$ cat config.mk
export PLATFORM = sky130hd
export DESIGN_NAME = ps2_key_rx
export DESIGN_NICKNAME = d
export VERILOG_FILES = /design/src/rtl/ps2_pkg.sv /design/src/rtl/ps2_filter.sv /design/src/rtl/ps2_key_rx.sv
export SDC_FILE = /design/constraint.sdc
export NUM_CORES = 1
export LEC_CHECK = 0
export ABC_CLOCK_PERIOD_IN_PS = 5900
export CORE_ASPECT_RATIO = 1.25
export CORE_MARGIN = 2
export CORE_UTILIZATION = 35
export DETAILED_ROUTE_END_ITERATION = 10
export REMOVE_ABC_BUFFERS = 1
export SLEW_MARGIN = 20
export SYNTH_ARGS = -nofsm -noshare
export SYNTH_HDL_FRONTEND = slang
export SYNTH_SLANG_ARGS = --single-unit
$ cat constraint.sdc
create_clock -name clk_in -period 5.9 [get_ports clk_in]
set_input_delay 1.18 -clock clk_in [delete_from_list [all_inputs] [get_ports clk_in]]
set_output_delay 1.18 -clock clk_in [all_outputs]
set_load 0.05 [all_outputs]
$ cat src/rtl/ps2_pkg.sv
// rtl/ps2_pkg.sv - shared constants, frame FSM states and timeout sizing for the PS/2 receiver
package ps2_pkg;

  localparam logic [7:0] PS2_EXT = 8'hE0;
  localparam logic [7:0] PS2_BRK = 8'hF0;

  typedef enum logic [1:0] {
    ST_IDLE,
    ST_DATA,
    ST_PARITY,
    ST_STOP
  } frame_state_t;

  // Counter must be able to hold TIMEOUT_CYC itself so it can saturate there.
  function automatic int tmo_width(input int cyc);
    return $clog2(cyc + 1);
  endfunction

endpackage

$ cat src/rtl/ps2_filter.sv
// rtl/ps2_filter.sv - pin synchronisers, PS/2 clock glitch filter and falling-edge pulse
module ps2_filter #(
  parameter int FILTER_LEN = 8
) (
  input  logic clk_in,
  input  logic reset_n,
  input  logic ps2k_clk,
  input  logic ps2k_data,
  output logic fall,
  output logic data_sync
);

  localparam int CW = $clog2(FILTER_LEN + 1);

  logic [1:0]    clk_ff;
  logic [1:0]    dat_ff;
  logic          filt;
  logic [CW-1:0] cnt;

  // filt only follows the synchronised clock after FILTER_LEN consecutive differing samples
  always_ff @(posedge clk_in or negedge reset_n) begin
    if (!reset_n) begin
      clk_ff <= 2'b11;
      dat_ff <= 2'b11;
      filt   <= 1'b1;
      cnt    <= '0;
      fall   <= 1'b0;
    end else begin
      clk_ff <= {clk_ff[0], ps2k_clk};
      dat_ff <= {dat_ff[0], ps2k_data};
      fall   <= 1'b0;
      if (clk_ff[1] == filt) begin
        cnt <= '0;
      end else if (cnt == CW'(FILTER_LEN - 1)) begin
        cnt  <= '0;
        filt <= clk_ff[1];
        fall <= ~clk_ff[1];
      end else begin
        cnt <= cnt + 1'b1;
      end
    end
  end

  assign data_sync = dat_ff[1];

endmodule

$ cat src/rtl/ps2_key_rx.sv
// rtl/ps2_key_rx.sv - PS/2 frame receiver, E0/F0 prefix stripping and held-key register
module ps2_key_rx
  import ps2_pkg::*;
#(
  parameter int FILTER_LEN  = 8,
  parameter int TIMEOUT_CYC = 50000
) (
  input  logic       clk_in,
  input  logic       reset_n,
  input  logic       ps2k_clk,
  input  logic       ps2k_data,
  output logic [7:0] key_code,
  output logic       key_ext,
  output logic       key_break,
  output logic       key_valid,
  output logic [7:0] ps2_byte,
  output logic       ps2_state,
  output logic       err
);

  localparam int            TW      = tmo_width(TIMEOUT_CYC);
  localparam logic [TW-1:0] TMO_MAX = TW'(TIMEOUT_CYC);

  logic          fall;
  logic          data_sync;
  frame_state_t  state;
  logic [2:0]    bit_cnt;
  logic [7:0]    shreg;
  logic          par_ok;
  logic [TW-1:0] tmo;
  logic [TW-1:0] tmo_inc;
  logic          timeout;
  logic          ext_f;
  logic          brk_f;

  ps2_filter #(
    .FILTER_LEN(FILTER_LEN)
  ) u_filter (
    .clk_in    (clk_in),
    .reset_n   (reset_n),
    .ps2k_clk  (ps2k_clk),
    .ps2k_data (ps2k_data),
    .fall      (fall),
    .data_sync (data_sync)
  );

  assign tmo_inc = (tmo == TMO_MAX) ? tmo : tmo + 1'b1;
  assign timeout = (state != ST_IDLE) && !fall && (tmo_inc == TMO_MAX);

  always_ff @(posedge clk_in or negedge reset_n) begin
    if (!reset_n) begin
      state     <= ST_IDLE;
      bit_cnt   <= '0;
      shreg     <= '0;
      par_ok    <= 1'b0;
      tmo       <= '0;
      ext_f     <= 1'b0;
      brk_f     <= 1'b0;
      key_code  <= '0;
      key_ext   <= 1'b0;
      key_break <= 1'b0;
      key_valid <= 1'b0;
      ps2_byte  <= '0;
      ps2_state <= 1'b0;
      err       <= 1'b0;
    end else begin
      key_valid <= 1'b0;
      err       <= 1'b0;
      tmo       <= fall ? '0 : tmo_inc;
      if (timeout) begin
        state <= ST_IDLE;
        err   <= 1'b1;
        ext_f <= 1'b0;
        brk_f <= 1'b0;
      end else if (fall) begin
        case (state)
          ST_IDLE: begin
            if (!data_sync) begin
              state   <= ST_DATA;
              bit_cnt <= '0;
            end
          end
          ST_DATA: begin
            shreg   <= {data_sync, shreg[7:1]};
            bit_cnt <= bit_cnt + 3'd1;
            if (bit_cnt == 3'd7) state <= ST_PARITY;
          end
          ST_PARITY: begin
            par_ok <= (^shreg) ^ data_sync;
            state  <= ST_STOP;
          end
          ST_STOP: begin
            state <= ST_IDLE;
            if (!(data_sync && par_ok)) begin
              err   <= 1'b1;
              ext_f <= 1'b0;
              brk_f <= 1'b0;
            end else if (shreg == PS2_EXT) begin
              ext_f <= 1'b1;
            end else if (shreg == PS2_BRK) begin
              brk_f <= 1'b1;
            end else begin
              key_valid <= 1'b1;
              key_code  <= shreg;
              key_ext   <= ext_f;
              key_break <= brk_f;
              ext_f     <= 1'b0;
              brk_f     <= 1'b0;
              // Release only drops the held state when it names the held key
              if (!brk_f) begin
                ps2_byte  <= shreg;
                ps2_state <= 1'b1;
              end else if (shreg == ps2_byte) begin
                ps2_state <= 1'b0;
              end
            end
          end
          default: state <= ST_IDLE;
        endcase
      end
    end
  end

endmodule
# Word-level counts from Yosys, hierarchy flattened
# Cells that the tools add are included.
[totals] reg_bits=63 latchBits=0 ram_bits=0 mem_bits_ro=0 input_bits=4 output_inout_bits=21 word_cells=103 memories=0
[classes] add_sub_neg=3 mul=0 n_div=0 magnitude_cmp=0 eq_ne=17 shift=0 n_mux=37 n_bitwise=7 reduce_logical=20
[ops] cell="$eq A16 B16 Y1 const B" count=2
[ops] cell="$mux W16" count=2
[ops] cell="$mux W1" count=26
[ops] cell="$add A16 B1 Y16 const B" count=1
[ops] cell="$eq A8 B8 Y1 const B" count=2
[ops] cell="$reduce_and A3 Y1" count=5
[ops] cell="$reduce_and A7 Y1" count=2
[ops] cell="$ne A3 B3 Y1 const B" count=3
[ops] cell="$eq A8 B8 Y1" count=1
[ops] cell="$mux W2" count=4
[ops] cell="$mux W4" count=2
[ops] cell="$pmux W2 S4" count=1
[ops] cell="$reduce_bool A2 Y1" count=4
[ops] cell="$reduce_xor A8 Y1" count=1
[ops] cell="$not A1 Y1" count=6
[ops] cell="$pmux W3 S2" count=1
[ops] cell="$reduce_and A6 Y1" count=1
[ops] cell="$add A4 B1 Y4 const B" count=1
[ops] cell="$eq A2 B2 Y1 const B" count=2
[ops] cell="$eq A4 B3 Y1 const B" count=1
[ops] cell="$ne A4 B4 Y1 const B" count=1
[ops] cell="$reduce_and A4 Y1" count=1
[ops] cell="$add A3 B1 Y3 const B" count=1
[ops] cell="$eq A3 B3 Y1 const B" count=1
[ops] cell="10 further kinds" count=12

# Logic depth before layout (Yosys ltp)
# Gate-level depths: netlist (run 1).
[depth] word_depth=7 mapped_depth=8 ltp_nobuf=8

# Cells and area by module
# From an unflattened synthesis (run 1), not the netlist that was laid out.
[hier_totals] hier_cells=292 hier_area_um2=3258.1
[by_module_without_submodules] mod="ps2_key_rx" instances=1 cells_each=269 area_per_inst_um2=2894.0 seq_area_each_um2=1326.3
[by_module_without_submodules] mod="ps2_filter" instances=1 cells_each=23 area_per_inst_um2=364.1 seq_area_each_um2=256.5

# Least setup slack after synthesis (run 1)
# OpenSTA, ideal clock, no wires.
[synth_path] kind="reg-to-reg" start="register tmo[0]" end="register state[0]" arrival_time_ns=2.067 required_ns=5.768 setup_slack_ns=3.701 stages_incl_launch_ff=8 period_less_slack_ns=2.199 path_cell_list="dfrtp_1 -> ha_1 -> nand3_2 -> or4_4 -> and4bb_1 -> o22ai_1 -> nor4b_4 -> o21ai_1"
[synth_between] elab_chain_cells=6 elab_cells_between_ends=10 classes_between="add/sub: 1; eq/ne: 4; mux: 2; reduce/logical: 3"
[synth_rtl] element="from (decl)" line="ps2_key_rx.sv:30" rtl="logic [TW-1:0] tmo;"
[synth_rtl] element="from (signal assigned)" line="ps2_key_rx.sv:69" rtl="tmo <= fall ? '0 : tmo_inc;"
[synth_rtl] element="$add A16 B1 Y16 / $eq A16 B16 Y1 (equally long branches)" line="ps2_key_rx.sv:47" rtl="assign tmo_inc = (tmo == TMO_MAX) ? tmo : tmo + 1'b1;"
[synth_rtl] element="$mux W16 *" line="ps2_key_rx.sv:47"
[synth_rtl] element="$eq A16 B16 Y1 *" line="ps2_key_rx.sv:48" rtl="assign timeout = (state != ST_IDLE) && !fall && (tmo_inc == TMO_MAX);"
[synth_rtl] element="$logic_and A1 B1 Y1 *" line="ps2_key_rx.sv:48"
[synth_rtl] element="$ne A3 B3 Y1 (no source line) / $reduce_bool A2 Y1 (equally long branches)"
[synth_rtl] element="$reduce_and A3 Y1 (no source line)"
[synth_rtl] element="to (signal assigned)" line="ps2_key_rx.sv:52" rtl="state <= ST_IDLE;"
[synth_rtl] element="to (signal assigned)" line="ps2_key_rx.sv:71" rtl="state <= ST_IDLE;"
[synth_rtl] element="to (signal assigned)" line="ps2_key_rx.sv:79" rtl="state <= ST_DATA;"
[synth_rtl] element="to (decl)" line="ps2_key_rx.sv:26" rtl="frame_state_t state;"
# Every way passes the cells marked *; elsewhere a longest branch is shown, timed or not.
# A chain may end at the register's enable or synchronous reset.

# Worst setup path after layout (run 1)
[layout_path] start="register u_filter.fall" end="register ps2_byte[1]"
[layout_between] elab_chain_cells=5
[layout_rtl] element="from (decl)" line="ps2_filter.sv:9" rtl="output logic fall,"
[layout_rtl] element="from (signal assigned)" line="ps2_filter.sv:37" rtl="fall <= ~clk_ff[1];"
[layout_rtl] element="$logic_not A1 Y1" line="ps2_key_rx.sv:48"
[layout_rtl] element="$logic_and A1 B1 Y1 (2 in series)" line="ps2_key_rx.sv:48"
[layout_rtl] element="$not A1 Y1 (no source line)"
[layout_rtl] element="$reduce_and A7 Y1 (no source line) *"
[layout_rtl] element="to (signal assigned)" line="ps2_key_rx.sv:111" rtl="ps2_byte <= shreg;"
[layout_rtl] element="to (decl)" line="ps2_key_rx.sv:16" rtl="output logic [7:0] ps2_byte,"
# Marks and branches as above.

==> impl_results.md, run 1 <==
* Status: complete, no violations
* Drt first pass iters at 4
* Max H-tree Level at 3
* Register area at 1580 um2
* Core Rows at 38
* Clock buffer depth at 2
* Number of max-cap violations at 0
* Residual DRC count at 0
* Total inserted antenna cells at 0
* Final instance area at 3620 um2
* Starting DRT DRC Count at 81
* Layout area overhead at 18.1%
* Clock Latency Late Sink at 340 ps
* Routability Congestion at 0.786
* GRT Total Usage at 13.9%
* Core Area at 8610 um2
* Yosys Warn Count at 0
* Area post-placement at 3430 um2
* Antenna Nets Post-Route at 0
* Hold Slack at 359 ps
* TNS Setup at 0 ps
* Post-Synthesis Cells at 278
* Async SR Flop Fraction at 100%
* #FFs+latches synth at 63
* First-pass GRT wire length at 10200 um
* CTS tree: done
* Clk_skew at 10.1 ps
* Layout Nets at 326
* Min Tclk post-route at 2960 ps
* Top cells by area, synth: dfrtp_1 (47%), mux2_2 (7.0%), xnor2_1 (6.6%)
* Post-synth top area share at 47.3%
* Post-synthesis sequential area ratio at 51.6%
* Final wirelength at 5830 um
* Post-CTS Hold Buffers at 0
* Initial antenna violation count at 0
* Startpoint Class: flip-flop
* Chip Width at 87.7 um
* Unrepaired setup endpoints after global routing: no
* Commonest cells after routing, fill and taps aside: dfrtp_1 (58), nor2_1 (28), xnor2_1 (23), clkdlybuf4s50_1 (23), nand2_1 (22)
* Relative slew slack at 47.2%
* Routed length per instance at 13.5 um
* Resize count post-CTS at 0
* CTS sink cnt at 63
* Vias at 2058
* Finish-stage setup viols at 0
* Worst Tran Pin Value at 791 ps
* Detailed placement HPWL at 3970 um
* Inst Count DP at 416
* Fmax at 0.338 GHz
* Main flop type after synthesis: dfrtp_1
* Commonest non-fill, non-tap cell in the layout: dfrtp_1
* Post-synth design cell area at 3070 um2
* Initial core utilization at 35.6%
* Root Driver: clkbuf_8
* # IOs at 25
* P per Cell Area at 272 nW/um2
* Global route total overflow at 0
* Post CTS Setup Buffer Count at 0
* # fillers at 843
* Final Hold Viols at 0
* Final Max Tran Viols at 0
* Clock slew at the register clock pins of the worst setup and hold paths at 70 ps
* Multi-input logic area at 1410 um2
* Required @ worst endpoint at 6120 ps
* Syn_area_per_cell at 11.0 um2
* Worst vdd ir at 0.147 mV
* Post-synth EDFFs at 0
* Largest net degree at the start of global routing at 64
* Chip height at 109 um
* Number of port buffers at 24
* CP Data Arrival Time at 3170 ps
* Setup ws final at 2940 ps
* Critical path class: reg -> reg
* Crit share post-route at 50.1%
* Setup WS pre-CTS at 2890 ps
* TritonCTS buffer count at 9
* Non-filler cells, final at 432
* Worst min path class: reg -> reg
* Ratio of cells with drive above 1 in the final layout at 14.7%
* Worst setup EP type: flip-flop
* Worst Path Max Fanout at 23
* Synth area leader: dfrtp_1
* Synth cell types at 48
* Vias in the first global route at 2184
* Vias per cell at 4.76
* Leakage power total at 1.61 nW
* Die area at 9530 um2
[critical path, stage by stage, from the launching register on]
cell and delay [ps]:
dfrtp_1 790, nand2_1 220, nor3b_1 310, nand2_1 430, nor2_1 680, mux2_2 410
[path summary, 6_finish.rpt]
| check | startpoint | to | cells after the start | slack (ps) |
|---|---|---|---|---|
| worst max-delay path | u_filter.fall$_DFF_PN0_ | ps2_byte[1]$_DFFE_PN0P_ | 5 | 2940 |
| worst min-delay path | u_filter.dat_ff[0]$_DFF_PN1_ | u_filter.dat_ff[1]$_DFF_PN1_ | 0 | 360 |
| worst max register to register | u_filter.fall$_DFF_PN0_ | ps2_byte[1]$_DFFE_PN0P_ | 5 | 2940 |
| worst min register to register | u_filter.dat_ff[0]$_DFF_PN1_ | u_filter.dat_ff[1]$_DFF_PN1_ | 0 | 360 |
| max in group asynchronous | reset_n | shreg[0]$_DFFE_PN0P_ | 2 | 4360 |
| min in group asynchronous | reset_n | tmo[3]$_DFF_PN0_ | 2 | 1000 |
[area by class of cell]
class                           count  area share [%]
Sequential cell                    63            43.7
Multi-Input combinational cell    195            38.8
Timing Repair Buffer               25            6.70
Clock buffer                       16            5.25
Tap cell                          120            4.15
Inverter                           13            1.35
[report_power, final]
group	switching (mW)	internal (mW)	leakage [nW]	total, mW
sequential	0.0430	0.466	0.843	0.509
clock	0.156	0.199	0.0970	0.355
combinational	0.0678	0.0544	0.669	0.122
[flip-flops by register name, indices dropped and copies added, names as in the netlist]
register / count
ps2_byte: 8
key_ext: 1
u_filter.cnt: 4
ps2_state: 1
u_filter.filt: 1
key_valid: 1
state: 2
ext_f: 1
u_filter.fall: 1
key_code: 8
shreg: 8
tmo: 16
brk_f: 1
par_ok: 1
err: 1
key_break: 1
bit_cnt: 3
u_filter.dat_ff: 2
u_filter.clk_ff: 2
[Yosys cell counts (all sizes together) (2+ instances only)]
library cell,n
dfrtp,58
nor2,28
nand2,23
xnor2,23
mux2,19
ha,15
o21ai,14
inv,13
a21oi,9
nand4,8
nand3,6
dfstp,5
nor2b,5
xor2,5
clkbuf,4
nor4,4
buf,3
nor3,3
nor3b,3
a22o,2
a32oi,2
and3,2
nand3b,2
o22ai,2
or2,2
or4,2
[metal layers]
layer  vias to the layer above  routed length (um)  global-route usage (%)
met5                         -                   0                       0
met4                         0                  92                    6.48
met3                        10                 167                    3.79
met2                        31                2880                    21.2
met1                       995                2690                    18.3
li1                       1022                   -                       -
[through the flow]
| stage | util [%] | power (mW) |
|---|---|---|
| after floorplan | - | 0.601 |
| after global placement | 39.9 | 0.636 |
| after detailed placement | 39.9 | 0.640 |
| after CTS | 42.1 | 0.999 |
| after global routing | 42.1 | 1.05 |
| final | 42.1 | 0.987 |
[cells by family after synthesis]
family / synth area share [%]
compound gates: 7.75
fa+ha+maj: 6.12
simple gates: 16.7
flops: 51.6
buf+inv: 2.53
xor+xnor: 8.00
mux: 7.30
Power figures use the tool's default switching activity.
==> run 2, diff against run 1 <==
--- a/config.mk
+++ b/config.mk
@@ -5,7 +5,7 @@
 export SDC_FILE = /design/constraint.sdc
 export NUM_CORES = 1
 export LEC_CHECK = 0
-export ABC_CLOCK_PERIOD_IN_PS = 5900
+export ABC_CLOCK_PERIOD_IN_PS = 3100
 export CORE_ASPECT_RATIO = 1.25
 export CORE_MARGIN = 2
 export CORE_UTILIZATION = 35
==> constraint.sdc (replaced) <==
create_clock -name clk_in -period 3.1 [get_ports clk_in]
set_input_delay 0.62 -clock clk_in [delete_from_list [all_inputs] [get_ports clk_in]]
set_output_delay 0.62 -clock clk_in [all_outputs]
set_load 0.05 [all_outputs]
==> impl_results.md, run 2 (synthesis results as in run 1) <==
* Initial core utilization at 35.6%
* Total inserted antenna cells at 0
* Min Tclk post-route at 2410 ps
* Leakage power total at 1.62 nW
* Final Hold Viols at 0
* Global route total overflow at 0
* P per Cell Area at 516 nW/um2
* Largest net degree at the start of global routing at 40
* Routability Congestion at 0.820
* Final Max Tran Viols at 0
* Drt first pass iters at 4
* Status: complete, no violations
* Residual DRC count at 0
* Detailed placement HPWL at 4280 um
* Critical path class: reg -> reg
* Critical path's slowest cell: or4_4
* Worst vdd ir at 0.240 mV
* Finish-stage setup viols at 0
* TNS Setup at 0 ps
* Worst Path Max Fanout at 6
* Layout Nets at 328
* Most flops, register: tmo
* Relative slew slack at 52.8%
* Chip height at 109 um
* First-pass GRT wire length at 10500 um
* Fmax at 0.416 GHz
* Worst setup EP type: flip-flop
* Number of max-cap violations at 0
* Setup ws final at 694 ps
* Vias at 2076
* Commonest non-fill, non-tap cell in the layout: dfrtp_1
* # IOs at 25
* Max H-tree Level at 3
* Antenna Nets Post-Route at 0
* Core Area at 8610 um2
* Vias in the first global route at 2178
* Clock buffer depth at 2
* CTS sink cnt at 63
* Ordered list of cells on the worst path: ha_1, nand3_2, or4_4, and4bb_1, o22ai_1, nor4b_4, o21ai_1
* CP Data Arrival Time at 2610 ps
* Layout area overhead at 18.7%
* Largest register FFs at 16
* GRT Total Usage at 14.4%
* Max incr delay on CP at 570 ps
* Vias per cell at 4.78
* Non-filler cells, final at 434
* Hold Slack at 288 ps
* Ratio of cells with drive above 1 in the final layout at 15.6%
* Starting DRT DRC Count at 76
* Startpoint Class: flip-flop
* Final wirelength at 5990 um
* Worst min path class: in -> async
* Setup WS pre-CTS at 706 ps
* Worst Tran Pin Value at 706 ps
* Inst Count DP at 418
* Initial antenna violation count at 0
* Resize count post-CTS at 0
* Clk_skew at 11.8 ps
* Commonest cells after routing, fill and taps aside: dfrtp_1 (58), nor2_1 (28), xnor2_1 (23), clkdlybuf4s50_1 (23), nand2_1 (22)
* Root Driver: clkbuf_8
* Unrepaired setup endpoints after global routing: no
* # fillers at 834
* Clock Latency Late Sink at 330 ps
* Number of port buffers at 24
* Core Rows at 38
* Die area at 9530 um2
* Routed length per instance at 13.8 um
* TritonCTS buffer count at 9
* Crit share post-route at 77.6%
* Post-CTS Hold Buffers at 0
* Clock slew at the register clock pins of the worst setup and hold paths at 70 ps
* Chip Width at 87.7 um
* Post CTS Setup Buffer Count at 0
* CTS tree: done
* Required @ worst endpoint at 3300 ps
-- run 2: power breakdown --
group	leakage, nW	internal [mW]	total, mW	switching [mW]
Combinational	0.683	0.106	0.235	0.129
Sequential	0.843	0.887	0.969	0.0828
Clock	0.0968	0.366	0.673	0.307
Total	1.62	1.36	1.88	0.518
-- run 2: worst max-delay path, delay by kind of cell, from the launching register on --
family	cells	cell delay, ps
AND/OR/NAND/NOR	4	1380
flip-flops	1	430
AO/OA/AOI/OAI	2	230
adder cells (fa/ha/maj)	1	240
-- run 2: path summary, 6_finish.rpt --
path / slack (ps) / endpoint / start / depth (start not counted)
hold / removal: 290 / bit_cnt[2]$_DFFE_PN0P_ / reset_n / 1
min in group clk_in: 360 / u_filter.dat_ff[1]$_DFF_PN1_ / u_filter.dat_ff[0]$_DFF_PN1_ / 0
setup reg to reg: 690 / state[0]$_DFFE_PN0P_ / tmo[0]$_DFF_PN0_ / 7
setup / recovery: 690 / state[0]$_DFFE_PN0P_ / tmo[0]$_DFF_PN0_ / 7
max in group asynchronous: 2140 / u_filter.filt$_DFFE_PN1P_ / reset_n / 2
hold reg to reg: 360 / u_filter.dat_ff[1]$_DFF_PN1_ / u_filter.dat_ff[0]$_DFF_PN1_ / 0
-- run 2: final cells by class --
class / instances / area [um2] / area share [%]
multi-input combinational: 195 / 1410 / 38.6
tap: 120 / 150 / 4.13
inverter: 13 / 48.8 / 1.34
clock buffer: 11 / 131 / 3.61
sequential: 63 / 1580 / 43.5
clock inverter: 5 / 50.0 / 1.38
timing repair buffer: 27 / 270 / 7.43
-- run 2: routing by layer --
layer	up-vias	track usage, %	wire length [um]	share of wire (%)
li1	1024	-	-	-
met1	1015	17.9	2690	45
met2	30	23.4	3080	51
met3	7	5.00	167	2.8
met4	0	4.40	56	0.93
met5	-	0	0	0
-- run 2: through the flow --
step,utilization [%],total power [mW],cell area (um2)
2_1_floorplan,-,1.14,3040
3_3_place_gp,40.2,1.21,3460
3_5_place_dp,40.2,1.22,3460
4_1_cts,42.3,1.90,3640
5_1_grt,42.3,1.99,3640
6_report,42.3,1.88,3640
